<file path="src/rtl/alu_pkg.sv">
// -----------------------------------------------------------------------------
// alu_pkg
// Shared definitions for the ALU flags output stage:
//   - flag bit positions inside the 6-bit flags vector (CF..OF)
//   - operand-size encodings used on the size inputs
//   - flags_t, the 6-bit flags vector type
//   - merge_flags(), the masked merge of new flags into the current flags
// -----------------------------------------------------------------------------
package alu_pkg;

  localparam int NUM_FLAGS = 6;

  localparam int FLAG_CF = 0;
  localparam int FLAG_PF = 1;
  localparam int FLAG_AF = 2;
  localparam int FLAG_ZF = 3;
  localparam int FLAG_SF = 4;
  localparam int FLAG_OF = 5;

  localparam logic [1:0] SIZE_8  = 2'b00;
  localparam logic [1:0] SIZE_16 = 2'b01;
  localparam logic [1:0] SIZE_W  = 2'b10;

  typedef logic [NUM_FLAGS-1:0] flags_t;

  // Bits set in mask take the freshly computed value, the rest keep cur.
  function automatic flags_t merge_flags(flags_t cur, flags_t raw, flags_t mask);
    return (cur & ~mask) | (raw & mask);
  endfunction

endpackage

</file>
<file path="src/rtl/alu_flags_calc.sv">
// -----------------------------------------------------------------------------
// alu_flags_calc
// Purely combinational x86 arithmetic-flag computation from the adder's sum
// and per-bit carry vector.
//   sum_i    [WIDTH-1:0]  adder sum
//   carry_i  [WIDTH:0]    carry into each bit, carry_i[WIDTH] is carry-out
//   size_i   [1:0]        operand size (SIZE_8 / SIZE_16 / SIZE_W, 2'b11 = SIZE_W)
//   sub_i                 operation was a + ~b + 1 (CF/AF reported as borrow)
//   flags_o  [5:0]        raw flags {OF,SF,ZF,AF,PF,CF}
// WIDTH must be at least 16.
// -----------------------------------------------------------------------------
module alu_flags_calc
  import alu_pkg::*;
#(
  parameter int WIDTH = 32
) (
  input  logic [WIDTH-1:0] sum_i,
  input  logic [WIDTH:0]   carry_i,
  input  logic [1:0]       size_i,
  input  logic             sub_i,
  output logic [5:0]       flags_o
);

  logic c_out;   // carry out of the operand's MSB
  logic c_msb;   // carry into the operand's MSB
  logic zero;
  logic sign;

  // NOTE: every signal written in an always_comb gets a default first, so no
  // path through the case can leave it unassigned and infer a latch.
  always_comb begin
    c_out = carry_i[WIDTH];
    c_msb = carry_i[WIDTH-1];
    zero  = (sum_i == '0);
    sign  = sum_i[WIDTH-1];
    case (size_i)
      SIZE_8: begin
        c_out = carry_i[8];
        c_msb = carry_i[7];
        zero  = (sum_i[7:0] == 8'h00);
        sign  = sum_i[7];
      end
      SIZE_16: begin
        c_out = carry_i[16];
        c_msb = carry_i[15];
        zero  = (sum_i[15:0] == 16'h0000);
        sign  = sum_i[15];
      end
      default: ;  // SIZE_W and the illegal 2'b11 both use the full width
    endcase

    flags_o          = '0;
    flags_o[FLAG_CF] = c_out ^ sub_i;
    flags_o[FLAG_PF] = ~^sum_i[7:0];   // parity always on the low byte
    flags_o[FLAG_AF] = carry_i[4] ^ sub_i;
    flags_o[FLAG_ZF] = zero;
    flags_o[FLAG_SF] = sign;
    flags_o[FLAG_OF] = c_out ^ c_msb;
  end

  // Only a handful of carry bits matter for the supported sizes.
  logic unused_carry;
  assign unused_carry = ^carry_i;

endmodule

</file>
<file path="src/rtl/alu_flags_stage.sv">
// -----------------------------------------------------------------------------
// alu_flags_stage
// Registered output stage behind the Kogge-Stone adder. Captures the sum, the
// raw flags and the write mask at the input handshake, presents the result and
// the merged flags to writeback, and commits the merged flags into the
// architectural flags register on the output handshake.
//
// Ports:
//   clk, rst_n        clock (rising edge), async active-low reset
//   in_valid/in_ready input handshake
//   in_sum, in_carry  adder sum and carry vector (in_carry[WIDTH] = carry-out)
//   in_size, in_sub   operand size code, subtract flag
//   in_mask           flags written by this op
//   out_valid/out_ready output handshake
//   out_result        registered sum
//   out_flags         flags_q merged with this op's raw flags under its mask
//   flags_q           architectural flags
//   flags_ld/flags_ld_data  direct flags load (wins over an output handshake)
//   flush             synchronous kill of all buffered ops and same-cycle input
//
// Build option: define ALU_FLAGS_SKID_EN for a two-entry buffer (output
// register plus skid register) with a registered in_ready. Without it the
// stage holds a single entry and in_ready is combinational.
// -----------------------------------------------------------------------------
module alu_flags_stage
  import alu_pkg::*;
#(
  parameter int WIDTH = 32
) (
  input  logic             clk,
  input  logic             rst_n,
  input  logic             in_valid,
  output logic             in_ready,
  input  logic [WIDTH-1:0] in_sum,
  input  logic [WIDTH:0]   in_carry,
  input  logic [1:0]       in_size,
  input  logic             in_sub,
  input  logic [5:0]       in_mask,
  output logic             out_valid,
  input  logic             out_ready,
  output logic [WIDTH-1:0] out_result,
  output logic [5:0]       out_flags,
  output logic [5:0]       flags_q,
  input  logic             flags_ld,
  input  logic [5:0]       flags_ld_data,
  input  logic             flush
);

  flags_t raw_flags;

  alu_flags_calc #(.WIDTH(WIDTH)) u_calc (
    .sum_i   (in_sum),
    .carry_i (in_carry),
    .size_i  (in_size),
    .sub_i   (in_sub),
    .flags_o (raw_flags)
  );

  // Output register
  logic             out_valid_q, out_valid_d;
  logic [WIDTH-1:0] out_result_q, out_result_d;
  flags_t           out_raw_q, out_raw_d;
  flags_t           out_mask_q, out_mask_d;
  flags_t           flags_d;

  logic in_fire;
  logic out_fire;

  assign in_fire  = in_valid & in_ready & ~flush;
  assign out_fire = out_valid_q & out_ready;

  // Merge against the live flags_q so a dependent op right behind this one
  // sees the flags this op commits.
  assign out_flags  = merge_flags(flags_q, out_raw_q, out_mask_q);
  assign out_valid  = out_valid_q;
  assign out_result = out_result_q;

`ifdef ALU_FLAGS_SKID_EN
  logic             skid_valid_q, skid_valid_d;
  logic [WIDTH-1:0] skid_result_q, skid_result_d;
  flags_t           skid_raw_q, skid_raw_d;
  flags_t           skid_mask_q, skid_mask_d;
  logic             in_ready_q;

  assign in_ready = in_ready_q;

  always_comb begin
    out_valid_d   = out_valid_q;
    out_result_d  = out_result_q;
    out_raw_d     = out_raw_q;
    out_mask_d    = out_mask_q;
    skid_valid_d  = skid_valid_q;
    skid_result_d = skid_result_q;
    skid_raw_d    = skid_raw_q;
    skid_mask_d   = skid_mask_q;
    if (flush) begin
      out_valid_d  = 1'b0;
      skid_valid_d = 1'b0;
    end else if (!out_valid_q || out_fire) begin
      // Output slot frees this edge: the skid entry is older than any input,
      // and in_ready is low whenever the skid is occupied.
      if (skid_valid_q) begin
        out_valid_d  = 1'b1;
        out_result_d = skid_result_q;
        out_raw_d    = skid_raw_q;
        out_mask_d   = skid_mask_q;
        skid_valid_d = 1'b0;
      end else if (in_fire) begin
        out_valid_d  = 1'b1;
        out_result_d = in_sum;
        out_raw_d    = raw_flags;
        out_mask_d   = in_mask;
      end else begin
        out_valid_d  = 1'b0;
      end
    end else if (in_fire) begin
      // Output stalled: park the accepted op in the skid register.
      skid_valid_d  = 1'b1;
      skid_result_d = in_sum;
      skid_raw_d    = raw_flags;
      skid_mask_d   = in_mask;
    end
  end

  always_ff @(posedge clk or negedge rst_n) begin
    if (!rst_n) begin
      skid_valid_q  <= 1'b0;
      skid_result_q <= '0;
      skid_raw_q    <= '0;
      skid_mask_q   <= '0;
      in_ready_q    <= 1'b1;
    end else begin
      skid_valid_q  <= skid_valid_d;
      skid_result_q <= skid_result_d;
      skid_raw_q    <= skid_raw_d;
      skid_mask_q   <= skid_mask_d;
      in_ready_q    <= ~skid_valid_d;
    end
  end
`else
  assign in_ready = ~out_valid_q | out_ready;

  always_comb begin
    out_valid_d  = out_valid_q;
    out_result_d = out_result_q;
    out_raw_d    = out_raw_q;
    out_mask_d   = out_mask_q;
    if (flush) begin
      out_valid_d  = 1'b0;
    end else if (in_fire) begin
      out_valid_d  = 1'b1;
      out_result_d = in_sum;
      out_raw_d    = raw_flags;
      out_mask_d   = in_mask;
    end else if (out_fire) begin
      out_valid_d  = 1'b0;
    end
  end
`endif

  // A direct load overrides the handshake commit; flush never touches flags.
  always_comb begin
    flags_d = flags_q;
    if (out_fire) flags_d = out_flags;
    if (flags_ld) flags_d = flags_ld_data;
  end

  // NOTE: the data registers are reset too, so out_result reads 0 out of reset
  // and no X can leak into out_flags before the first op.
  always_ff @(posedge clk or negedge rst_n) begin
    if (!rst_n) begin
      out_valid_q  <= 1'b0;
      out_result_q <= '0;
      out_raw_q    <= '0;
      out_mask_q   <= '0;
      flags_q      <= '0;
    end else begin
      // NOTE: non-blocking assignments for all sequential state, so every flop
      // samples pre-edge values regardless of statement order.
      out_valid_q  <= out_valid_d;
      out_result_q <= out_result_d;
      out_raw_q    <= out_raw_d;
      out_mask_q   <= out_mask_d;
      flags_q      <= flags_d;
    end
  end

endmodule

</file>
<file path="config.mk">
export PLATFORM = sky130hd
export DESIGN_NAME = alu_flags_stage
export DESIGN_NICKNAME = d
export VERILOG_FILES = /design/src/rtl/alu_pkg.sv /design/src/rtl/alu_flags_calc.sv /design/src/rtl/alu_flags_stage.sv
export SDC_FILE = /design/constraint.sdc
export NUM_CORES = 1
export LEC_CHECK = 0
export BUFFER_PORTS_ARGS = -buffer_cell sky130_fd_sc_hd__buf_2
export CAP_MARGIN = 30
export CORE_MARGIN = 2
export CORE_UTILIZATION = 40
export DETAILED_ROUTE_END_ITERATION = 10
export HOLD_SLACK_MARGIN = 0.03
export PLACE_DENSITY = 0.75
export SYNTH_ARGS = -nofsm -noshare
export SYNTH_HDL_FRONTEND = slang
export SYNTH_SLANG_ARGS = --single-unit
</file>
<file path="constraint.sdc">
create_clock -name clk -period 3.4 [get_ports clk]
set_input_delay 0.68 -clock clk [delete_from_list [all_inputs] [get_ports clk]]
set_output_delay 0.68 -clock clk [all_outputs]
set_load 0.01 [all_outputs]
</file>
==> out/qor.yml, run 1 <==
end_kind: "flop"
routed_wl_microns: 5200
drtPass1Iterations: 5
antenna_found_initial: 0
p_leak_nw: 1.51
diodes: 0
crit_path_max_fanout: 58
setup_viol: 0
grt_pass1_wl_microns: 8250
cts_tree: "built"
numPortBuffers: 105
syn_area_per_cell_sq_um: 12.1
synth_top_flop_cell: "dfrtp_1"
grt_max_degree: 59
stdcell_count: 368
rsz0062_at_grt: "false"
fp.dieH_microns: 80.4
drive_above_1_share_pct: 51.0
worst_setup_path_start_kind: "primary input"
fin_nets: 385
hpwl_microns: 4040
fmax_ghz: 0.524
placed_cells: 360
synth_warnings: 0
cts_made_buffers: 5
hold_viol_final: 0
dr.first_iter.drc_count: 79
netlist_top_cells_count: "51 x dfrtp_1, 36 x mux2_2, 20 x nand2_1"
post_cts_buffers: 0
ys_seq_elements: 51
synth_most_common_cell: "dfrtp_1"
post-route-min-period_ps: 1910
synth_area_sq_um: 2330
std_cell_rows: 27
timing.slew.headroom_pct: 53.0
hold_buffers: 0
htreeDepth: 2
synth.area.top_cells: "dfrtp_1 55%, mux2_2 17%, nand2_1 3.2%"
fin_setup_tns_ps: 0
status: "finished, final reports clean"
ant_nets: 0
cts.sinks: 51
yosysTopAreaCell: "dfrtp_1"
routed_via_density: 4.82
cts_buffer_depth: 2
drv_slew: 0
die_x_microns: 80.4
fin_crit_sh_pct: 56.1
fp.coreArea_sq_um: 5570
grtUsageTotal_pct: 16.7
tightest_slew_ps: 705
io-pin-count: 132
avgRoutedWirePerCell_microns: 14.1
grt_pass1_vias: 1753
synthCells: 192
fin_skew_ps: 5.49
maxCapViolations: 0
drc: 0
hp-class: "primary input to asynchronous set/reset pin"
cp.arrival_ps: 2150
clk_pin_slew_ps: 90
p_per_area_nw_per_um2: 488
initial_core_util_pct: 41.8
root_buffer: "clkbuf_8"
synth_cell_types: 25
synth_top_cell_area_share_pct: 54.7
synthArstFlopShare_pct: 100
syn2layout_area_growth_pct: 27.1
synth_edf_count: 0
ys_seq_area_share_pct: 54.7
synth_nets: 282
gr-total-overflow: 0
routabilityCongestion: 0.744
path_class: "primary input to flop"
vias: 1772
ir_drop_mv: 0.252
cp.required_ps: 3640
cts-resized-gates: 0
insertion_delay_ps: 290
die_area_sq_um: 6460
## layout make-up
class / count / area (sq um)
clock buffers: 7 / 76.3
inverters: 9 / 33.8
flip-flops and latches: 51 / 1280
clock inverters: 1 / 5.00
well taps: 72 / 90.1
repair buffers: 106 / 546
fillers: 525 / 2610
multi-input cells: 122 / 938
## worst paths after layout
check / cells past startpoint / start / slack (ps) / to
hold reg to reg: 2 / out_raw_q[2]$_DFFE_PN0P_ / 490 / out_raw_q[2]$_DFFE_PN0P_
min in group clk: 2 / out_raw_q[2]$_DFFE_PN0P_ / 490 / out_raw_q[2]$_DFFE_PN0P_
max in group asynchronous: 2 / rst_n / 2470 / out_raw_q[1]$_DFFE_PN0P_
setup / recovery: 5 / out_ready / 1490 / out_raw_q[3]$_DFFE_PN0P_
setup reg to reg: 4 / out_valid$_DFFE_PN0P_ / 1560 / out_raw_q[3]$_DFFE_PN0P_
hold / removal: 1 / rst_n / 380 / out_result[16]$_DFFE_PN0P_
## per-stage QoR
step                worst slack (ps)  utilization, %  cell area, sq um  hold WS, ps  power (mW)
floorplan                       1720               -              2330          384       0.964
global placement                1190            51.4              2860          459        1.12
detailed placement              1150            51.7              2880          467        1.14
CTS                             1460            53.2              2970          397        1.47
global route                    1300            53.2              2970          410        1.54
finish                          1490            53.2              2970          385        1.45
## worst max-delay path, stage by stage
cell,delay (ps)
buf_2,160
nand2b_4,170
nand3b_4,520
a2111oi_2,460
a21o_1,120
## cell usage in the layout, fill, tap and decap left out
master,n
nand4_1,2
dfrtp_1,51
a211o_1,1
o21ai_0,13
xor2_1,2
a21o_1,1
mux2i_1,2
a22o_1,1
nand3b_4,1
nor4_1,6
clkbuf_1,2
ha_1,4
clkbuf_8,5
clkinv_2,1
nor2_1,9
a21oi_1,10
mux2_2,36
buf_2,105
inv_1,9
xnor2_1,6
a2111oi_2,1
nand2b_4,1
nand2_1,20
o31ai_1,6
buf_12,1
## report_power, final
group	internal [mW]	switching, mW	total, mW
combinational	0.184	0.178	0.362
sequential	0.701	0.0530	0.755
clock	0.145	0.185	0.330
## per-layer routing
layer / GRT usage [%] / share of wire, % / routed length (microns)
met5: 0 / 0 / 0
met4: 3.56 / 0.29 / 15
met3: 5.06 / 6.5 / 338
met2: 27.3 / 48 / 2490
met1: 22.1 / 45 / 2350
## flip-flops by register name, summed over array words and instances (netlist names)
| name | cells |
|---|---|
| out_mask_q | 6 |
| flags_q | 6 |
| out_valid | 1 |
| out_raw_q | 6 |
| out_result | 32 |
## logic make-up (layout without fill, tap and decap cells)
| kind of cell | Yosys count | count (layout) | share of synthesized area (%) |
|---|---|---|---|
| compound gates | 33 | 33 | 8.58 |
| fa+ha+maj | 4 | 4 | 2.15 |
| xor+xnor | 8 | 8 | 3.00 |
| buf+inv | 19 | 123 | 5.04 |
| flops | 51 | 51 | 54.7 |
| mux | 38 | 38 | 18.2 |
| simple gates | 39 | 39 | 8.26 |
No activity file was read; power rests on OpenSTA's default activity.
==> run 2, diff against run 1 <==
- ABC_AREA: not set -> 1
- PLACE_DENSITY: 0.75 -> 0.74
- clock period: 3.4 -> 2 ns (I/O delays scaled with it)
==> run 2 against run 1 <==
Net effect: via count grew 27%; cell count grew 33%; area after synthesis grew 3.6%; largest cell class unchanged.
==> out/qor.yml, run 2 <==
status: "finished, final reports clean"
synth.mux.area_fraction_pct: 0.466
synth_area_sq_um: 2420
avgRoutedWirePerCell_microns: 11.3
rr_startpoint: "out_valid$_DFFE_PN0P_"
grt_max_degree: 52
drv_slew: 0
hold_buffers: 0
drive_above_1_share_pct: 28.8
synth.area.top_cells: "dfrtp_1 53%, nand2_1 22%, inv_1 4.5%"
fin_nets: 503
pre_cts_ws_ps: 343
crit_family: "flip-flops"
synth_top_flop_cell: "dfrtp_1"
rsz0062_at_grt: "false"
hpwl_microns: 4100
grt_pass1_vias: 2037
p_leak_nw: 1.80
p_sw_mw: 0.728
cts_made_buffers: 5
path_class: "flop to primary output"
ys_seq_area_share_pct: 52.8
synth_nets: 400
r2r-end: "out_result[6]$_DFFE_PN0P_"
ant_nets: 0
initial_core_util_pct: 41.1
tightest_slew_ps: 804
dr.first_iter.drc_count: 85
synth_warnings: 0
synth_top_cell_area_share_pct: 52.8
insertion_delay_ps: 290
numPortBuffers: 105
synthAdderAreaFrac_pct: 2.07
post-route-min-period_ps: 1560
routed_wl_microns: 5490
gr-total-overflow: 0
die_area_sq_um: 6680
fp.coreArea_sq_um: 5890
drtPass1Iterations: 7
clk_pin_slew_ps: 90
p_clk_share_pct: 27.2
final_common_cell: "nand2_1"
yosysTopAreaCell: "dfrtp_1"
end_kind: "primary output"
routed_via_density: 4.60
combPwrFrac_pct: 22.8
cts_buffer_depth: 2
synth_most_common_cell: "nand2_1"
root_buffer: "clkbuf_8"
post_cts_buffers: 0
worst_setup_path_start_kind: "flop"
fin_crit_sh_pct: 77.9
setup_viol: 0
largest_reg_flops: 32
worst_path_max_delay_cell: "dfrtp_1"
maxCapViolations: 0
p_per_area_nw_per_um2: 816
die_x_microns: 81.7
syn_area_per_cell_sq_um: 7.80
std_cell_rows: 28
timing.slew.headroom_pct: 46.3
fmax_ghz: 0.642
worst_r2r_path_depth: 6
ys_seq_elements: 51
antenna_found_initial: 0
grt_pass1_wl_microns: 8890
synth_edf_count: 0
cts_tree: "built"
synthCells: 310
p_int_mw: 1.79
critPathMaxStageDelay_ps: 360
synth_top_family_by_area: "simple AND/OR/NAND/NOR gates"
cp_num_buf_inv: 1
ir_drop_mv: 0.330
setup_slack_ps: 443
fin_setup_tns_ps: 0
hp-class: "primary input to asynchronous set/reset pin"
synth_compound_area_share_pct: 5.49
vias: 2243
synth_cell_types: 23
netlist_top_cells_count: "141 x nand2_1, 51 x dfrtp_1, 29 x inv_1"
cts.sinks: 51
rrSetupSlack_ps: 500
routabilityCongestion: 0.799
crit_chain: "mux2_2 -> buf_2"
crit_path_max_fanout: 2
grtUsageTotal_pct: 17.3
io-pin-count: 132
yosys.area_share.simple_pct: 30.3
fp.dieH_microns: 81.7
hold_viol_final: 0
hold_slack_ps: 209
p_seq_share_pct: 50.0
diodes: 0
cp.required_ps: 1600
cp.arrival_ps: 1160
syn2layout_area_growth_pct: 27.5
htreeDepth: 2
drc: 0
fin_skew_ps: 9.30
swShare_pct: 28.9
cts-resized-gates: 0
final_cell_mix: "141 x nand2_1, 105 x buf_2, 51 x dfrtp_1"
synthArstFlopShare_pct: 100
synth_xor_area_share_pct: 1.09
run 2: cell types whose count changed after synthesis, sizes merged, moves of 3 or more:
cell,before,now
xnor2,6,1
inv,9,31
nor4,6,0
nand2,20,143
o21ai,13,19
o31ai,6,0
nor2,9,26
nand3,0,9
a21oi,10,3
and2,0,3
mux2,36,1
o211ai,0,3
run 2: worst max-delay path by stage:
stage,startpoint,to,slack (ps),cells past startpoint
detailed placement,out_ready,out_result[6]$_DFFE_PN0P_,340,8
global route,out_valid$_DFFE_PN0P_,out_result[3]$_DFFE_PN0P_,330,6
global placement,out_ready,out_result[6]$_DFFE_PN0P_,370,8
finish,out_mask_q[1]$_DFFE_PN0P_,out_flags[1],440,2
floorplan,in_sum[6],out_raw_q[1]$_DFFE_PN0P_,810,6
CTS,out_mask_q[1]$_DFFE_PN0P_,out_flags[1],440,2
run 2: kinds of logic after synthesis:
logic type,Yosys count
AO/OA/AOI/OAI,25
multiplexers,1
AND/OR/NAND/NOR,184
buffers and inverters,42
XOR/XNOR,3
adder cells (fa/ha/maj),4
flip-flops,51
run 2: cell type report:
cell class	instances	area, sq um
multi-input cells	217	952
clock inverters	1	30.0
repair buffers	107	541
flip-flops and latches	51	1280
well taps	75	93.8
fillers	612	2800
clock buffers	6	72.6
inverters	31	116
run 2: routing by layer:
metal	vias up	track usage [%]	share of wire (%)
met5	-	0	0
met4	0	5.00	1.3
met3	6	4.40	5.8
met2	68	29.4	48
met1	1020	21.9	45
li1	1149	-	-
run 2: worst register-to-register path: cells and delay by family (launching register included):
kind,cells,cell delay [ps]
buffers and inverters,1,570
DFF,1,410
and+or+nand+nor,4,320
AOI/OAI and AO/OA,1,120
run 2: power groups by stage:
stage	sequential [mW]	combinational [mW]	clock [mW]
4_1_cts	1.26	0.586	0.704
6_report	1.26	0.574	0.683
3_5_place_dp	1.28	0.584	0
3_3_place_gp	1.27	0.571	0
5_1_grt	1.28	0.655	0.752
2_1_floorplan	1.32	0.265	0
run 2: per-stage QoR:
stage | utilization, % | total power, mW | instances | cell area [sq um]
2_1_floorplan | - | 1.59 | 310 | 2420
3_5_place_dp | 50.6 | 1.86 | 481 | 2980
4_1_cts | 52.4 | 2.55 | 488 | 3080
5_1_grt | 52.4 | 2.68 | 488 | 3080
3_3_place_gp | 50.6 | 1.85 | 481 | 2980
6_report | 52.4 | 2.52 | 488 | 3080
==> run 3, diff against run 2 <==
- clock period: 2 -> 1.5 ns (I/O delays scaled with it)
==> run 3 against run 2 <==
Net effect: sequential power up 33%; largest power group unchanged; critical endpoint unchanged; hold slack got worse by 8.6 ps; sequential cell count unchanged; combinational power up 36%; first-iteration DRC count grew 36%.
==> out/qor.yml, run 3 (same netlist as run 2, synthesis figures left out) <==
status: "finished, final reports clean"
ir_drop_mv: 0.468
ant_nets: 0
nFillCells: 606
vias: 2256
insertion_delay_ps: 290
root_buffer: "clkbuf_8"
final_common_cell: "nand2_1"
gr-total-overflow: 0
grtUsageTotal_pct: 17.3
drc: 0
clk_pin_slew_ps: 80
cp.required_ps: 1200
numPortBuffers: 105
maxCapViolations: 0
cts.sinks: 51
io-pin-count: 132
crit_path_max_fanout: 2
hold_slack_ps: 201
routabilityCongestion: 0.795
p_leak_nw: 1.80
routed_wl_microns: 5620
fin_nets: 505
path_class: "flop to primary output"
grt_max_degree: 52
grt_pass1_wl_microns: 8940
routed_via_density: 4.61
drtPass1Iterations: 4
fp.coreArea_sq_um: 5890
post-route-min-period_ps: 1450
fin_skew_ps: 4.51
diodes: 0
hp-class: "primary input to flop"
p_total_mw: 3.17
worst_setup_path_start_kind: "flop"
cts_tree: "built"
rrSetupSlack_ps: 130
antenna_found_initial: 0
initial_core_util_pct: 41.1
avgRoutedWirePerCell_microns: 11.5
hpwl_microns: 4180
worstHoldEndpoint: "out_valid$_DFFE_PN0P_"
r2r-end: "out_raw_q[3]$_DFFE_PN0P_"
largest_reg_flops: 32
min_path_cells: 2
p_per_area_nw_per_um2: 1030
fin_crit_sh_pct: 96.8
final_cell_mix: "141 x nand2_1, 105 x buf_2, 51 x dfrtp_1"
end_kind: "primary output"
die_x_microns: 81.7
rr_startpoint: "out_valid$_DFFE_PN0P_"
cp-startpoint: "out_mask_q[1]$_DFFE_PN0P_"
fin_setup_tns_ps: 0
hp-start: "flush"
setup_viol: 0
cts_buffer_depth: 2
drv_slew: 0
cts_made_buffers: 5
syn2layout_area_growth_pct: 27.7
htreeDepth: 2
die_area_sq_um: 6680
tightest_slew_ps: 496
timing.slew.headroom_pct: 66.9
hold_viol_final: 0
cp.arrival_ps: 1150
fp.dieH_microns: 81.7
std_cell_rows: 28
grt_pass1_vias: 2076
drive_above_1_share_pct: 29.0
worst_r2r_path_depth: 8
fmax_ghz: 0.689
dr.first_iter.drc_count: 116
## run 3: cell count changes in the layout (fill, tap and decap cells not counted), sizes merged
cell / before / now
buf: 107 / 108
bufinv: 1 / 0
dlygate4sd3: 0 / 1
## run 3: where the power goes
part | internal (mW) | leakage, nW | switching [mW]
Sequential | 1.57 | 0.632 | 0.109
Clock | 0.312 | 0.0371 | 0.394
Combinational | 0.336 | 1.14 | 0.447
## run 3: metal layers
layer  vias to the layer above  track usage (%)  share of wire, %
met2                        77             30.7                48
li1                       1152                -                 -
met5                         -                0                 0
met4                         0             5.50               1.5
met3                         8             3.41               5.9
met1                      1019             21.0                45
## run 3: cell type report
| class | instances | area, sq um | area share (%) |
|---|---|---|---|
| well taps | 75 | 93.8 | 3.04 |
| multi-input cells | 217 | 952 | 30.8 |
| inverters | 31 | 119 | 3.85 |
| clock buffers | 6 | 72.6 | 2.35 |
| flip-flops and latches | 51 | 1280 | 41.3 |
| repair buffers | 109 | 574 | 18.6 |
## run 3: worst max path at each step
stage | end | slack, ps | cells after the start
floorplan | out_result[7]$_DFFE_PN0P_ | 360 | 7
global placement | out_result[2]$_DFFE_PN0P_ | -30 | 8
detailed placement | out_result[6]$_DFFE_PN0P_ | -70 | 8
CTS | out_flags[1] | 20 | 2
global route | out_raw_q[3]$_DFFE_PN0P_ | -9 | 8
finish | out_flags[1] | 50 | 2
## run 3: through the flow
step,utilization (%),cells,setup WS [ps],instance area (sq um)
floorplan,-,310,358,2420
global placement,50.8,481,-31.2,2990
detailed placement,50.8,481,-67.9,2990
CTS,52.3,488,20.7,3080
global route,52.5,489,-9.40,3090
finish,52.5,489,48.1,3090
## run 3: timing repair
item | CTS | global route
resized for setup | 1 | 2
hold buffers | 1 | 0
buffers inserted | 0 | 1
endpoints found under the hold margin | 51 | 0
endpoints found under the setup margin | 2 | 5
## run 3: worst max-delay path: stages, from the launching register on
cell	delay (ps)
dfrtp_1	360
mux2_2	360
buf_2	150
